## src/rtl/alu_cmd_sequencer.sv

```systemverilog
// alu_cmd_sequencer: accepts one ALU command at a time from a host and
// writes it as a packed {op, b, a} word into the downstream input FIFO.
// The FIFO has no backpressure, so FIFO occupancy is tracked here as credits.
// Optional feature macro: ALU_SEQ_DIV0_DROP_EN drops divide-by-zero commands
// instead of issuing them, and counts them in drop_cnt.
module alu_cmd_sequencer #(
  parameter int DEPTH = 8,
  parameter int CNT_W = 8
) (
  input  logic                     clk,
  input  logic                     reset,
  input  logic                     host_valid,
  output logic                     host_ready,
  input  logic [1:0]               host_op,
  input  logic [3:0]               host_a,
  input  logic [3:0]               host_b,
  output logic [9:0]               data,
  output logic                     valid,
  input  logic                     consume,
  output logic [$clog2(DEPTH):0]   credits,
  output logic [CNT_W-1:0]         issued_cnt,
  output logic [CNT_W-1:0]         drop_cnt,
  output logic                     credit_err
);

  localparam int CRED_W = $clog2(DEPTH) + 1;
  localparam logic [CRED_W-1:0] FULL = CRED_W'(DEPTH);

  typedef enum logic [1:0] {
    IDLE,
    ISSUE,
    STALL
  } state_t;

  state_t            state;
  state_t            next_state;
  logic [9:0]        cmd_word;
  logic [9:0]        last_data;
  logic              host_ready_q;
  logic [CRED_W-1:0] credits_q;
  logic              accept;
  logic              issue;
  logic              consume_eff;
  logic              div0_hit;

  // A consume while the FIFO is already empty is bogus and must not add a credit
  assign consume_eff = consume && (credits_q != FULL);

`ifdef ALU_SEQ_DIV0_DROP_EN
  assign div0_hit = (cmd_word[9:8] == 2'b11) && (cmd_word[7:4] == 4'd0);
`else
  assign div0_hit = 1'b0;
`endif

  // Next-state logic; ISSUE may use a same-cycle consume, STALL waits for a registered credit
  always_comb begin
    next_state = state;
    accept     = 1'b0;
    issue      = 1'b0;
    case (state)
      IDLE: begin
        if (host_valid && host_ready_q) begin
          accept     = 1'b1;
          next_state = ISSUE;
        end
      end
      ISSUE: begin
        if (div0_hit) begin
          next_state = IDLE;
        end else if ((credits_q != '0) || consume_eff) begin
          issue      = 1'b1;
          next_state = IDLE;
        end else begin
          next_state = STALL;
        end
      end
      STALL: begin
        if (credits_q != '0) begin
          issue      = 1'b1;
          next_state = IDLE;
        end
      end
      default: next_state = IDLE;
    endcase
  end

  // State register
  always_ff @(posedge clk) begin
    if (reset) state <= IDLE;
    else       state <= next_state;
  end

  // host_ready is registered so it only goes high once the FSM is back in IDLE
  always_ff @(posedge clk) begin
    if (reset) host_ready_q <= 1'b0;
    else       host_ready_q <= (next_state == IDLE);
  end

  // Command register captures the host fields at acceptance; the host holds nothing afterwards
  always_ff @(posedge clk) begin
    if (reset)       cmd_word <= '0;
    else if (accept) cmd_word <= {host_op, host_b, host_a};
  end

  // Remembers the last issued word so data stays stable between strobes
  always_ff @(posedge clk) begin
    if (reset)      last_data <= '0;
    else if (issue) last_data <= cmd_word;
  end

  // Credit counter: issue takes a slot, consume returns one, both together cancel
  always_ff @(posedge clk) begin
    if (reset) begin
      credits_q <= FULL;
    end else begin
      case ({issue, consume_eff})
        2'b10:   credits_q <= credits_q - CRED_W'(1);
        2'b01:   credits_q <= credits_q + CRED_W'(1);
        default: credits_q <= credits_q;
      endcase
    end
  end

  // Sticky flag for consume pulses that arrive with the FIFO already empty
  always_ff @(posedge clk) begin
    if (reset)                          credit_err <= 1'b0;
    else if (consume && credits_q == FULL) credit_err <= 1'b1;
  end

  // Wrapping count of words written into the FIFO
  always_ff @(posedge clk) begin
    if (reset)      issued_cnt <= '0;
    else if (issue) issued_cnt <= issued_cnt + CNT_W'(1);
  end

`ifdef ALU_SEQ_DIV0_DROP_EN
  // Wrapping count of divide-by-zero commands discarded in ISSUE
  always_ff @(posedge clk) begin
    if (reset)                            drop_cnt <= '0;
    else if (state == ISSUE && div0_hit)  drop_cnt <= drop_cnt + CNT_W'(1);
  end
`else
  assign drop_cnt = '0;
`endif

  assign host_ready = host_ready_q;
  assign valid      = issue;
  assign data       = issue ? cmd_word : last_data;
  assign credits    = credits_q;

endmodule
```

## config.mk

```make
export PLATFORM = sky130hd
export DESIGN_NAME = alu_cmd_sequencer
export DESIGN_NICKNAME = d
export VERILOG_FILES = /design/src/rtl/alu_cmd_sequencer.sv
export SDC_FILE = /design/constraint.sdc
export NUM_CORES = 1
export LEC_CHECK = 0
export ABC_AREA = 1
export BUFFER_PORTS_ARGS = -buffer_cell sky130_fd_sc_hd__buf_4
export CAP_MARGIN = 25
export CORE_ASPECT_RATIO = 1.4
export CORE_MARGIN = 8
export CORE_UTILIZATION = 57
export CTS_CLUSTER_DIAMETER = 120
export DETAILED_ROUTE_END_ITERATION = 8
export PLACE_DENSITY = 0.84
export SYNTH_ARGS = -nofsm -noshare
export SYNTH_HDL_FRONTEND = slang
export SYNTH_SLANG_ARGS = --single-unit
```

## constraint.sdc

```tcl
create_clock -name clk -period 4.3 [get_ports clk]
set_clock_uncertainty 0.2 [all_clocks]
set_input_delay 0.215 -clock clk [delete_from_list [all_inputs] [get_ports clk]]
set_output_delay 0.215 -clock clk [all_outputs]
set_load 0.05 [all_outputs]
```

-- After elaboration in Yosys (flattened, before gate mapping)
Index checks and enable logic that the tools add are counted.
- $add $sub $neg: 3
- equality and inequality tests: 6
- multiplexer cells: 11
- reduce and logical (&&, ||, !) cells: 8
- operators with widths (cell ; count):
    $mux 10 ; 1
    $add 8x1->8 const B ; 1
    $pmux 4 s2 ; 1
    $mux 2 ; 3
    $pmux 2 s3 ; 1
    $add 4x1->4 const B ; 1
    $eq 2x1->1 const B ; 2
    $eq 2x2->1 const B ; 2
    $eq 4x4->1 const B ; 1
    $logic_not 2->1 ; 2
    $mux 1 ; 4
    $ne 4x4->1 const B ; 1
    $reduce_bool 4->1 ; 1
    $sub 4x1->4 const B ; 1
    $logic_and 1x1->1 ; 3
    $pmux 1 s2 ; 1
    $reduce_bool 2->1 ; 1
    $logic_or 1x1->1 ; 1
- flip-flop bits (word level): 36
- input port bits: 14
- output and inout bits: 33
- word-level logic and storage cells: 35

-- Depth between registers and ports, before layout
- word-level depth: 7
- mapped depth: 14
- depth with buffers taken out: 13

-- Least setup slack after synthesis
OpenSTA, ideal clock, no wires.
- path type: reg-to-reg
- from: register credits_q[0] (netlist: credits[0])
- to: register credits_q[3] (netlist: credits[3])
- library setup time: 0.121 ns
- arrival time: 2.281 ns
- data required time: 3.979 ns
- setup slack: 1.698 ns
- stages on the path, launching flop included: 15
- path buffers: 1
- clock period less this slack: 2.602 ns
- cells stage by stage: dfxtp_1 > nor2_4 > nand2_4 > nand2_4 > nand2_2 > nand3_2 > buf_6 > ha_1 > inv_1 > ha_1 > a21oi_1 > nand2_1 > xor2_1 > nand2_1 > nand3_1
- word-level cells in the longest chain between the ends: 7
- elaborated cells on any way between the ends: 13
- classes of those cells: 2 x add/sub; 3 x eq/ne; 4 x mux; 4 x reduce/logical
- RTL lines (item ; line ; source):
    start, declared ; 40 ; logic [CRED_W-1:0] credits_q;
    start signal, assigned ; 117 ; 2'b10: credits_q <= credits_q - CRED_W'(1);
    start signal, assigned ; 118 ; 2'b01: credits_q <= credits_q + CRED_W'(1);
    start signal, assigned ; 119 ; default: credits_q <= credits_q;
    $ne 4x4->1 ; 47 ; assign consume_eff = consume && (credits_q != FULL);
    $logic_and 1x1->1 ; 47 ;
    $logic_or 1x1->1 ; 70 ; end else if ((credits_q != '0) || consume_eff) begin
    $mux 1 ; 70 ;
    $pmux 1 s2 ; 60 ; case (state)
    $eq 2x1->1 or $eq 2x2->1 (tied branches) ; 116 ; case ({issue, consume_eff})
    $pmux 4 s2 or $reduce_bool 2->1 (tied branches) ; n/a ;
Several ways; a longest one is shown, not always the timed one.
A chain may end at the register's enable or synchronous reset.

-- Worst setup path after layout
- from: register state[1]
- to: register credits_q[3] (netlist: credits[3])
- word-level cells in the longest chain between the ends: 4
- elaborated cells on any way between the ends: 7
- classes of those cells: 4 x eq/ne; 2 x mux; 1 x reduce/logical
- RTL lines (item ; line ; source):
    start, declared ; 35 ; state_t state;
    start signal, assigned ; 90 ; else state <= next_state;
    $eq 2x2->1 or $eq 2x1->1 (tied branches) ; 60 ;
    $pmux 1 s2 * ; 60 ;
    $eq 2x1->1 or $eq 2x2->1 (tied branches) ; 116 ;
    $pmux 4 s2 or $reduce_bool 2->1 (tied branches) ; n/a ;
Every way passes the cells marked *; elsewhere a longest branch is shown, timed or not.

==> reports/metrics.csv <==
stage,metric,value,unit
finish,synth-to-layout area growth,17.0,%
finish,"commonest non-fill, non-tap cell in the layout",inv_1,
die,core area,0.00335,mm2
critical_path,RR Endpoint,credits[3],
critical_path,path depth of the worst reg2reg path,11,
critical_path,CP dominant cell by count,ha_1,
placement,input/output buffers,38,
detailed_routing,DRC errors left,0,
die,Row Count,25,
power,internal power,641,uW
critical_path,CP Cell Sequence,"inv_1, ha_1, nand3_2, ha_1, inv_1, ha_1, a21oi_1, nand2_1, xor2_1, nand2_1, nand3_1",
synthesis,number of synthesized register bits,36,
cts,CTS max path bufs,2,
power,Clk pwr share,23.1,%
min_path,path type of the worst min-delay path,input pin to flip-flop,
power,power density over the cells,481,mW/mm2
power,sequential power share,37.6,%
global_routing,GRT Util Overall,14.8,%
finish,most frequent cells in the layout,"48 x inv_1, 38 x buf_4, 36 x dfxtp_1, 28 x nand2_1, 22 x a21oi_1",
finish,diode count,0,
die,die width,65.5,um
critical_path,Crit path required time,4.25,ns
detailed_routing,via count,1633,
detailed_routing,DRT iter0 DRCs,41,
finish,fraction of layout cells with a size suffix above 1,27.6,%
detailed_routing,vias per cell,4.85,
global_routing,number of global-route vias before repair,1551,
critical_path,slowest cell delay on critical path,0.72,ns
sta,Final Cycle Share,75.5,%
critical_path,CP max stage cell,ha_1,
global_routing,initial antenna violation count,0,
sta,final slew viol count,0,
power,switching pwr,459,uW
cts,clock-pin slew on the worst setup and hold paths,0.07,ns
finish,storage element area,721,um2
critical_path,Critical path buffers and inverters,2,
global_routing,first-pass GRT wire length,6580,um
synthesis,Post-Synthesis Cells,262,
die,I/O pin total,47,
detailed_routing,wire per inst,12.0,um
power,Lkg Pwr,0.00112,uW
critical_path,CP endpoint kind,flip-flop,
sta,final worst setup slack,1.05,ns
global_routing,grt ovf,0,
sta,fmax,0.308,GHz
placement,Routability Congestion,0.821,
critical_path,critical path depth in cells,11,
detailed_routing,drt total wl,4050,um
critical_path,Top Family by Delay on Critical Path,adder cells,
critical_path,Critical R2R Launch,state[1],
critical_path,worst reg2reg setup slack,1.05,ns
synthesis,"Distinct cells, synth",24,
critical_path,worst setup path category,flip-flop to flip-flop,
sta,slew of the pin with the lowest slew margin,0.719,ns
cts,CTS tree,yes,
die,die height,85.3,um
sta,Rel. slew slack,52.0,%
synthesis,area share of the leading cell type in the synthesized netlist,36.9,%
die,die area,0.00559,mm2
synthesis,synthesized area per cell,7.46,um2
sta,Total Neg Setup Slack,0,ns
power,Peak VDD IR,0.519,mV
placement,Place WS,1.08,ns
critical_path,Critical Path Source Type,flip-flop,
synthesis,cell taking the most area after synthesis,dfxtp_1,
status,outcome,"finished, final reports clean",
synthesis,fraction of the yosys area taken by sequential cells,36.9,%
cts,clk_lat worst skew,0.29,ns
power,Net Sw Frac,41.7,%
finish,footprint of the multi-input gates,947,um2
finish,NumNets Final,319,
sta,Final min period,3.25,ns
cts,Clock Sinks,36,
cts,CTS Root Cell,clkbuf_8,
sta,final hold viol count,0,
run,max-cap violations,0,
cts,CTS Buf Count,5,
detailed_routing,Post-DRT Antenna Nets,0,
sta,Final setup viols,0,
critical_path,crit path to,credits[3],
placement,HPWL Detailed,2930,um
die,starting density of the core,58.4,%
synthesis,Syn. warnings,0,
global_routing,largest net degree at the start of global routing,27,
critical_path,Worst Path Arrival,3.20,ns
synthesis,cells taking the most area after synthesis,"dfxtp_1 37%, inv_1 9.2%, nand2_2 5.8%",
synthesis,Post-Syn Area,0.00196,mm2
power,combinational share of power,39.3,%
cts,Max H-tree Level,2,
detailed_routing,drt pass-1 iters,4,
finish,# fillers,279,
sta,RSZ-0062 raised after global routing,false,
critical_path,Worst Setup SP,state[1],
critical_path,CP max FO,18,
[registers in the layout (all words and copies together) (netlist names)]
name	count
cmd_word	10
state	2
issued_cnt	8
credits	4
credit_err	1
host_ready	1
last_data	10
[worst min path at each step]
stage                           start     endpoint  slack (ns)  cells after the start
after detailed placement  cmd_word[9]  cmd_word[9]        0.25                      2
after floorplan               consume   credit_err        0.19                      2
after global placement     credit_err   credit_err        0.24                      2
after CTS                  host_op[1]  cmd_word[9]       0.003                      3
after global routing        host_a[2]  cmd_word[2]        0.01                      3
final                      host_op[1]  cmd_word[9]      0.0001                      3
[synth_stat cells, drive strengths merged]
cell,number
o21bai,1
xnor2,1
fa,1
nor2,31
ha,8
a31oi,1
nand2,49
inv,48
buf,15
nand4,3
xor2,2
nand3,26
a21oi,22
clkbuf,4
o21ai,13
conb,1
dfxtp,36
[power by group through the flow]
stage	registers (uW)	clock network, uW	logic, uW
after floorplan	491	0	273
after global placement	419	0	418
after detailed placement	420	0	432
after CTS	413	259	434
after global routing	419	270	473
final	413	254	432
[kinds of logic after synthesis]
group | Yosys count | synth area share, %
compound gates | 37 | 9.66
simple gates | 109 | 29.8
flops | 36 | 36.9
fa+ha+maj | 9 | 6.14
other cells | 1 | 0.192
buf+inv | 67 | 16.1
xor+xnor | 3 | 1.34
[tightest hold or removal path, stage by stage]
cell,delay [ns]
buf_4,0.07
o21ai_0,0.07
a21oi_1,0.10
[final cells by class]
class,instances,share of cell area (%)
Sequential cell,36,31.5
Multi-Input combinational cell,166,41.4
Inverter,48,7.88
Tap cell,40,2.19
Clock buffer,7,3.77
Clock inverter,1,0.328
Timing Repair Buffer,39,12.9
[stage by stage]
step	cells	power (uW)	util [%]	instance area (um2)	hold WS, ns
2_1_floorplan	269	764	-	1980	0.187
3_3_place_gp	328	838	65.2	2180	0.241
3_5_place_dp	328	851	65.2	2180	0.249
4_1_cts	337	1110	68.3	2290	0.00319
5_1_grt	337	1160	68.3	2290	0.0150
6_report	337	1100	68.3	2290	0.000116
[repair_timing]
action | 4_1_cts | 5_1_grt
gates resized for setup | 0 | 0
setup buffers | 0 | 0
hold endpoints to repair | 1 | 0
hold buffers | 1 | 0
[metal layers]
layer  up-vias  track usage (%)  wire (um)
li1        855                -          -
met1       740             15.1       1650
met2        33             26.0       2120
met3         5             5.27        213
met4         0             6.57         68
met5         -                0          0
(Power assumes the default switching activity.)
